## config.mk

```make
export PLATFORM = sky130hd
export DESIGN_NAME = imsharp_window_ctrl
export DESIGN_NICKNAME = d
export VERILOG_FILES = /design/src/rtl/imsharp_window_ctrl.sv
export SDC_FILE = /design/constraint.sdc
export NUM_CORES = 2
export LEC_CHECK = 0
export CORE_ASPECT_RATIO = 0.5
export CORE_UTILIZATION = 62
export CTS_CLUSTER_DIAMETER = 50
export DETAILED_ROUTE_END_ITERATION = 7
export PLACE_DENSITY = 0.91
export SYNTH_ARGS = -nofsm -noshare
export SYNTH_HDL_FRONTEND = slang
export SYNTH_MEMORY_MAX_BITS = 65536
export SYNTH_SLANG_ARGS = --single-unit
```

## constraint.sdc

```tcl
create_clock -name clk -period 12.6 [get_ports clk]
set_input_delay 2.52 -clock clk [delete_from_list [all_inputs] [get_ports clk]]
set_output_delay 2.52 -clock clk [all_outputs]
set_load 0.05 [all_outputs]
```

## src/rtl/imsharp_window_ctrl.sv

```systemverilog
// imsharp_window_ctrl: raster-order pixel stream to zero-padded 5x5 windows.
// A virtual scan of (IMG_H+2) x (IMG_W+2) positions drives four column-indexed
// line buffers and a 5x5 shift window; every step at vr>=2, vc>=2 emits the
// window centred on (vr-2, vc-2) under valid/ready flow control.
module imsharp_window_ctrl #(
  parameter int IMG_W = 128,
  parameter int IMG_H = 128
) (
  input  logic         clk,
  input  logic         Reset,
  input  logic         start,
  input  logic [7:0]   in_pixel,
  input  logic         in_valid,
  output logic         in_ready,
  output logic [199:0] win_pixels,
  output logic         win_valid,
  input  logic         win_ready,
  output logic [15:0]  win_row,
  output logic [15:0]  win_col,
  output logic         busy,
  output logic         frame_done
);

  localparam int K     = 5;
  localparam int DEPTH = IMG_W + 2;
  localparam int AW    = $clog2(DEPTH);
  localparam logic [15:0] W16    = 16'(IMG_W);
  localparam logic [15:0] H16    = 16'(IMG_H);
  localparam logic [15:0] LAST_C = 16'(IMG_W + 1);
  localparam logic [15:0] LAST_R = 16'(IMG_H + 1);

  typedef enum logic [1:0] {IDLE, RUN, DRAIN, DONE} state_t;
  state_t state, state_nxt;

  logic [15:0]   vr, vc;
  logic          real_pos, out_free, step, emit, last_step;
  logic [7:0]    pix;
  logic [AW-1:0] col_idx;

  // lb[0] holds row vr-1 at column vc, lb[3] holds row vr-4
  logic [7:0]    lb [K-1][DEPTH];
  // win_sh[h][w]: row vr-4+h, column vc-4+w (w=4 newest column)
  logic [7:0]    win_sh [K][K];
  logic [7:0]    sh_nxt [K][K];
  logic [7:0]    new_col [K];
  logic [199:0]  win_nxt;

  assign real_pos  = (vr < H16) && (vc < W16);
  assign out_free  = !win_valid || win_ready;
  assign in_ready  = (state == RUN) && real_pos && out_free;
  assign step      = (state == RUN) && (real_pos ? in_valid : 1'b1) && out_free;
  assign emit      = step && (vr >= 16'd2) && (vc >= 16'd2);
  assign last_step = step && (vr == LAST_R) && (vc == LAST_C);
  assign pix       = real_pos ? in_pixel : 8'd0;
  assign col_idx   = vc[AW-1:0];

  // State register
  always_ff @(posedge clk or negedge Reset) begin
    if (!Reset) state <= IDLE;
    else        state <= state_nxt;
  end

  // Next-state and status outputs
  always_comb begin
    state_nxt  = state;
    busy       = 1'b0;
    frame_done = 1'b0;
    unique case (state)
      IDLE:    if (start) state_nxt = RUN;
      RUN:     begin
                 busy = 1'b1;
                 if (last_step) state_nxt = DRAIN;
               end
      DRAIN:   begin
                 busy = 1'b1;
                 if (win_valid && win_ready) state_nxt = DONE;
               end
      DONE:    begin
                 frame_done = 1'b1;
                 state_nxt  = IDLE;
               end
      default: state_nxt = IDLE;
    endcase
  end

  // Virtual scan position, cleared on an accepted start
  always_ff @(posedge clk or negedge Reset) begin
    if (!Reset) begin
      vr <= '0;
      vc <= '0;
    end else if (state == IDLE && start) begin
      vr <= '0;
      vc <= '0;
    end else if (step) begin
      if (vc == LAST_C) begin
        vc <= '0;
        vr <= vr + 16'd1;
      end else begin
        vc <= vc + 16'd1;
      end
    end
  end

  // Incoming column: four buffered rows (oldest first) plus the new pixel
  always_comb begin
    new_col[K-1] = pix;
    for (int h = 0; h < K-1; h++) new_col[h] = lb[K-2-h][col_idx];
  end

  // Shifted window and its masked output image; rows/columns left of or
  // above the frame are forced to 0 so stale line-buffer data never leaks
  always_comb begin
    win_nxt = '0;
    for (int h = 0; h < K; h++) begin
      for (int w = 0; w < K-1; w++) sh_nxt[h][w] = win_sh[h][w+1];
      sh_nxt[h][K-1] = new_col[h];
    end
    for (int h = 0; h < K; h++)
      for (int w = 0; w < K; w++)
        if ((vr >= 16'(4 - h)) && (vc >= 16'(4 - w)))
          win_nxt[8*(h*K+w) +: 8] = sh_nxt[h][w];
  end

  // Line buffers and shift window advance on every step (data path, no reset)
  always_ff @(posedge clk) begin
    if (step) begin
      lb[0][col_idx] <= pix;
      lb[1][col_idx] <= lb[0][col_idx];
      lb[2][col_idx] <= lb[1][col_idx];
      lb[3][col_idx] <= lb[2][col_idx];
      win_sh         <= sh_nxt;
    end
  end

  // Output window register; held while the consumer stalls
  always_ff @(posedge clk or negedge Reset) begin
    if (!Reset) begin
      win_valid  <= 1'b0;
      win_pixels <= '0;
      win_row    <= '0;
      win_col    <= '0;
    end else if (emit) begin
      win_valid  <= 1'b1;
      win_pixels <= win_nxt;
      win_row    <= vr - 16'd2;
      win_col    <= vc - 16'd2;
    end else if (win_ready) begin
      win_valid  <= 1'b0;
    end
  end

endmodule

```

==> results of run 1 <==
## per-stage QoR
step / area, sq um / setup WS (ns) / util (%) / hold WS [ns]
CTS: 196300 / 5.249 / 70.10 / 0.4532
detailed placement: 184200 / 5.461 / 65.77 / 0.4332
global placement: 184200 / 5.583 / 65.77 / 0.4289
floorplan: 175300 / 1.707 / - / 0.4260
## cell families after synthesis
group | synth area share (%)
buffers and inverters | 1.371
AO/OA/AOI/OAI | 2.747
flip-flops | 77.80
XOR/XNOR | 0.2198
AND/OR/NAND/NOR | 3.312
multiplexers | 14.41
adder cells (fa/ha/maj) | 0.1356
==> results_dict.tcl, run 1 <==
set metrics [dict create \
    yosysMostFrequentCell "edfxtp_1" \
    syn-num-nets 8475 \
    start_util_pct 62.60 \
    synth_area_per_cell_sq_um 20.77 \
    synth_cell_types 84 \
    synth-main-ff-cell "edfxtp_1" \
    gp_congestion 1.046 \
    h-tree-depth 5 \
    synth_area_leaders "edfxtp_1, mux4_2, dfrtp_1" \
    cts-resized-gates 0 \
    yosys.area.top_type "edfxtp_1" \
    fp.dieW_um 754.0 \
    die_h_um 378.0 \
    synth_edf_count 4320 \
    synth.top_cell.area_share_pct 73.99 \
    io_pins 249 \
    ys_seq_area_share_pct 77.80 \
    cts_hold_buf 0 \
    rows 137 \
    failing_step "global routing" \
    netlist_area_sq_mm 0.1753 \
    hpwl_mm 363.7 \
    io_buffers 248 \
    post_cts_buffers 0 \
    syn-instance-count 8443 \
    clock_sinks 4587 \
    synth_warnings 0 \
    clockBufferDepth 4 \
    async_reset_ff_share_pct 5.821 \
    grt_start_max_net_pins 156 \
    dp_cells 12290 \
    cts-buffers-inserted 381 \
    error "[ERROR GRT-0228] Horizontal edge usage exceeds the maximum allowed. (62, 25) usage=65535 limit=3200" \
    cts_root_buf "clkbuf_16" \
    status "aborted with a tool error" \
    synthTopCellsByCount "edfxtp_1, mux4_2, nand2_1" \
    ys_seq_elements 4587 \
]
==> inputs of run 2 (changes only) <==
--- a/config.mk
+++ b/config.mk
@@ -5,11 +5,9 @@
 export SDC_FILE = /design/constraint.sdc
 export NUM_CORES = 2
 export LEC_CHECK = 0
-export CORE_ASPECT_RATIO = 0.5
-export CORE_UTILIZATION = 62
-export CTS_CLUSTER_DIAMETER = 50
+export CORE_UTILIZATION = 40
 export DETAILED_ROUTE_END_ITERATION = 7
-export PLACE_DENSITY = 0.91
+export PLACE_DENSITY_LB_ADDON = 0.15
 export SYNTH_ARGS = -nofsm -noshare
 export SYNTH_HDL_FRONTEND = slang
 export SYNTH_MEMORY_MAX_BITS = 65536
==> results_dict.tcl, run 2 <==
set metrics [dict create \
    design_area_sq_mm 0.2026 \
    layout-drive-gt1-share_pct 24.35 \
    ir_worst_vdd_mv 0.3763 \
    cpMaxStageDelayCell "a221oi_1" \
    synth_edf_count 4320 \
    async_reset_ff_share_pct 5.821 \
    first_pass_iters 6 \
    start_util_pct 40.27 \
    via_per_inst 6.208 \
    clock_sinks 4587 \
    cts_hold_buf 0 \
    synth_warnings 0 \
    drtIter0Drc 14380 \
    antenna_left 0 \
    dieArea_sq_mm 0.4410 \
    rows 242 \
    layout.area.seq_sq_mm 0.1364 \
    slew_headroom_pct -7.937 \
    io_pins 249 \
    ys_seq_elements 4587 \
    drv_cap 5 \
    final_cell_mix "edfxtp_1, mux4_2, nand2_1" \
    synth_cell_types 84 \
    hpwl_mm 354.7 \
    fin_crit_ns 7.261 \
    clkTransAtPathRegs_ns 0.06 \
    min_path_cells 0 \
    crit_type "reg -> reg" \
    largest_reg_flops 4160 \
    die_h_um 664.1 \
    reg2reg_setup_slack_ns 5.34 \
    gp_congestion 0.9243 \
    yosysMostFrequentCell "edfxtp_1" \
    worst_slew_pin_slew_ns 1.594 \
    violations "capacitance limit, slew limit" \
    antenna_found_initial 45 \
    min_from "sh_nxt[24]$_DFFE_PP_" \
    yosys.area.top_type "edfxtp_1" \
    cts-buffers-inserted 468 \
    skew_ns 0.08473 \
    postPlaceCellArea_sq_mm 0.1875 \
    post_cts_buffers 0 \
    synth_area_leaders "edfxtp_1, mux4_2, dfrtp_1" \
    grt_pass1_vias 91000 \
    synth.top_cell.area_share_pct 73.99 \
    synth-main-ff-cell "edfxtp_1" \
    drc 0 \
    setup_viol_count_final 0 \
    rsz0062_at_grt "no" \
    p_leak_nw 65.04 \
    status "finished, violations left" \
    vias 94610 \
    syn_to_final_growth_pct 15.57 \
    drv_slew 11 \
    synthTopCellsByCount "edfxtp_1, mux4_2, nand2_1" \
    grt_start_max_net_pins 148 \
    timing.rr.start "vc[0]$_DFFE_PN0P_" \
    cp_max_fo 84 \
    clkLatencyLatePin_ns 1.06 \
    cts_tree "yes" \
    cts_root_buf "clkbuf_16" \
    min_path_type "reg -> reg" \
    post-route-period-util_pct 57.63 \
    worstReg2RegEnd "win_pixels[115]$_DFFE_PN0P_" \
    grt_usage_pct 26.86 \
    utilization_pct 46.54 \
    netlist_area_sq_mm 0.1753 \
    final.setup.worst_slack_ns 5.339 \
    worstSetupEndpointType "register" \
    h-tree-depth 5 \
    overflow 0 \
    syn-num-nets 8475 \
    largest_register "lb" \
    postRouteWirelength_mm 600.6 \
    min_to "sh_nxt[32]$_DFFE_PP_" \
    ys_seq_area_share_pct 77.80 \
    arrival_ns 8.16 \
    nFillCells 36340 \
    grt_pass1_wl_mm 810.7 \
    tns_ns 0 \
    core_area_sq_mm 0.4354 \
    final_net_count 9123 \
    syn-instance-count 8443 \
    cp-start-kind "register" \
    fp.dieW_um 664.1 \
    mostFrequentLayoutCell "edfxtp_1" \
    wire_per_inst_um 39.41 \
    post-place-ws_ns 5.155 \
    hold_viol 0 \
    clockBufferDepth 4 \
    path_cells "buf_12 -> buf_4 -> mux4_2 -> mux4_2 -> a22o_1 -> a221oi_1 -> nand3_4 -> buf_4 -> mux2_2" \
    cts-resized-gates 0 \
    max_freq_ghz 0.1377 \
    worstPathRequired_ns 13.50 \
    critPathMaxStageDelay_ns 1.24 \
    r2r_cells 9 \
    multiInputGateArea_sq_mm 0.03799 \
    synth_area_per_cell_sq_um 20.77 \
    p_per_area_mw_per_mm2 267.8 \
    io_buffers 248 \
]
## run 2: cell counts after synthesis
No cell type changed its count.
## run 2: kinds of logic (layout without fill, tap and decap cells)
kind of cell             after synthesis  after routing  synth area share [%]
flip-flops                          4587           4587                 77.80
multiplexers                        1316           1316                 14.41
AND/OR/NAND/NOR                     1312           1312                 3.312
AO/OA/AOI/OAI                        670            670                 2.747
buffers and inverters                495           1535                 1.371
XOR/XNOR                              44             44                0.2198
adder cells (fa/ha/maj)               19             19                0.1356
other                                  0             24                     0
## run 2: worst max path at each step
stage,start,to
2_1_floorplan,win_ready,lb[0][528]$_DFFE_PP_
6_report,vc[0]$_DFFE_PN0P_,win_pixels[115]$_DFFE_PN0P_
3_5_place_dp,vc[0]$_DFFE_PN0P_,lb[1][949]$_DFFE_PP_
4_1_cts,vc[0]$_DFFE_PN0P_,lb[1][1037]$_DFFE_PP_
3_3_place_gp,vc[0]$_DFFE_PN0P_,lb[1][917]$_DFFE_PP_
5_1_grt,vc[0]$_DFFE_PN0P_,win_pixels[115]$_DFFE_PN0P_
## run 2: where the power goes
part | total, W | internal [W] | leakage, nW | switching (W)
combinational | 0.0182 | 0.00432 | 15.3 | 0.0139
sequential | 0.0223 | 0.0219 | 42.4 | 0.000429
clock | 0.0138 | 0.00784 | 7.38 | 0.00592
## run 2: metrics by stage
stage	power, W	instances	hold slack [ns]
floorplan	0.03191	8443	0.4260
global placement	0.04016	14350	0.4294
detailed placement	0.04061	14350	0.4342
CTS	0.05426	15220	0.4356
global route	0.05545	15220	0.4509
finish	0.05426	15240	0.4407
## run 2: layer usage
metal	GRT usage, %	vias to the layer above	part of all wire [%]
met3	6.314	1070	11
met1	38.04	51560	40
met2	39.81	5740	44
met4	11.81	8	5.4
met5	0	-	0.0090
li1	-	36230	-
## run 2: critical path: cells and delay by family, from the launching register on
family,cells,cell delay (ns)
mux,3,1.52
flops,1,0.86
simple gates,1,0.93
compound gates,2,1.52
buf+inv,3,1.84
## run 2: final cells by class
cell class	count	share of cell area [%]
Inverter	16	0.04137
Clock inverter	277	1.265
Timing Repair Buffer	657	2.870
Clock buffer	585	6.177
Multi-Input combinational cell	3361	18.75
Tap cell	5734	3.541
Antenna cell	24	0.02964
Sequential cell	4587	67.33
Note: power is estimated with default switching activity, not from simulation.
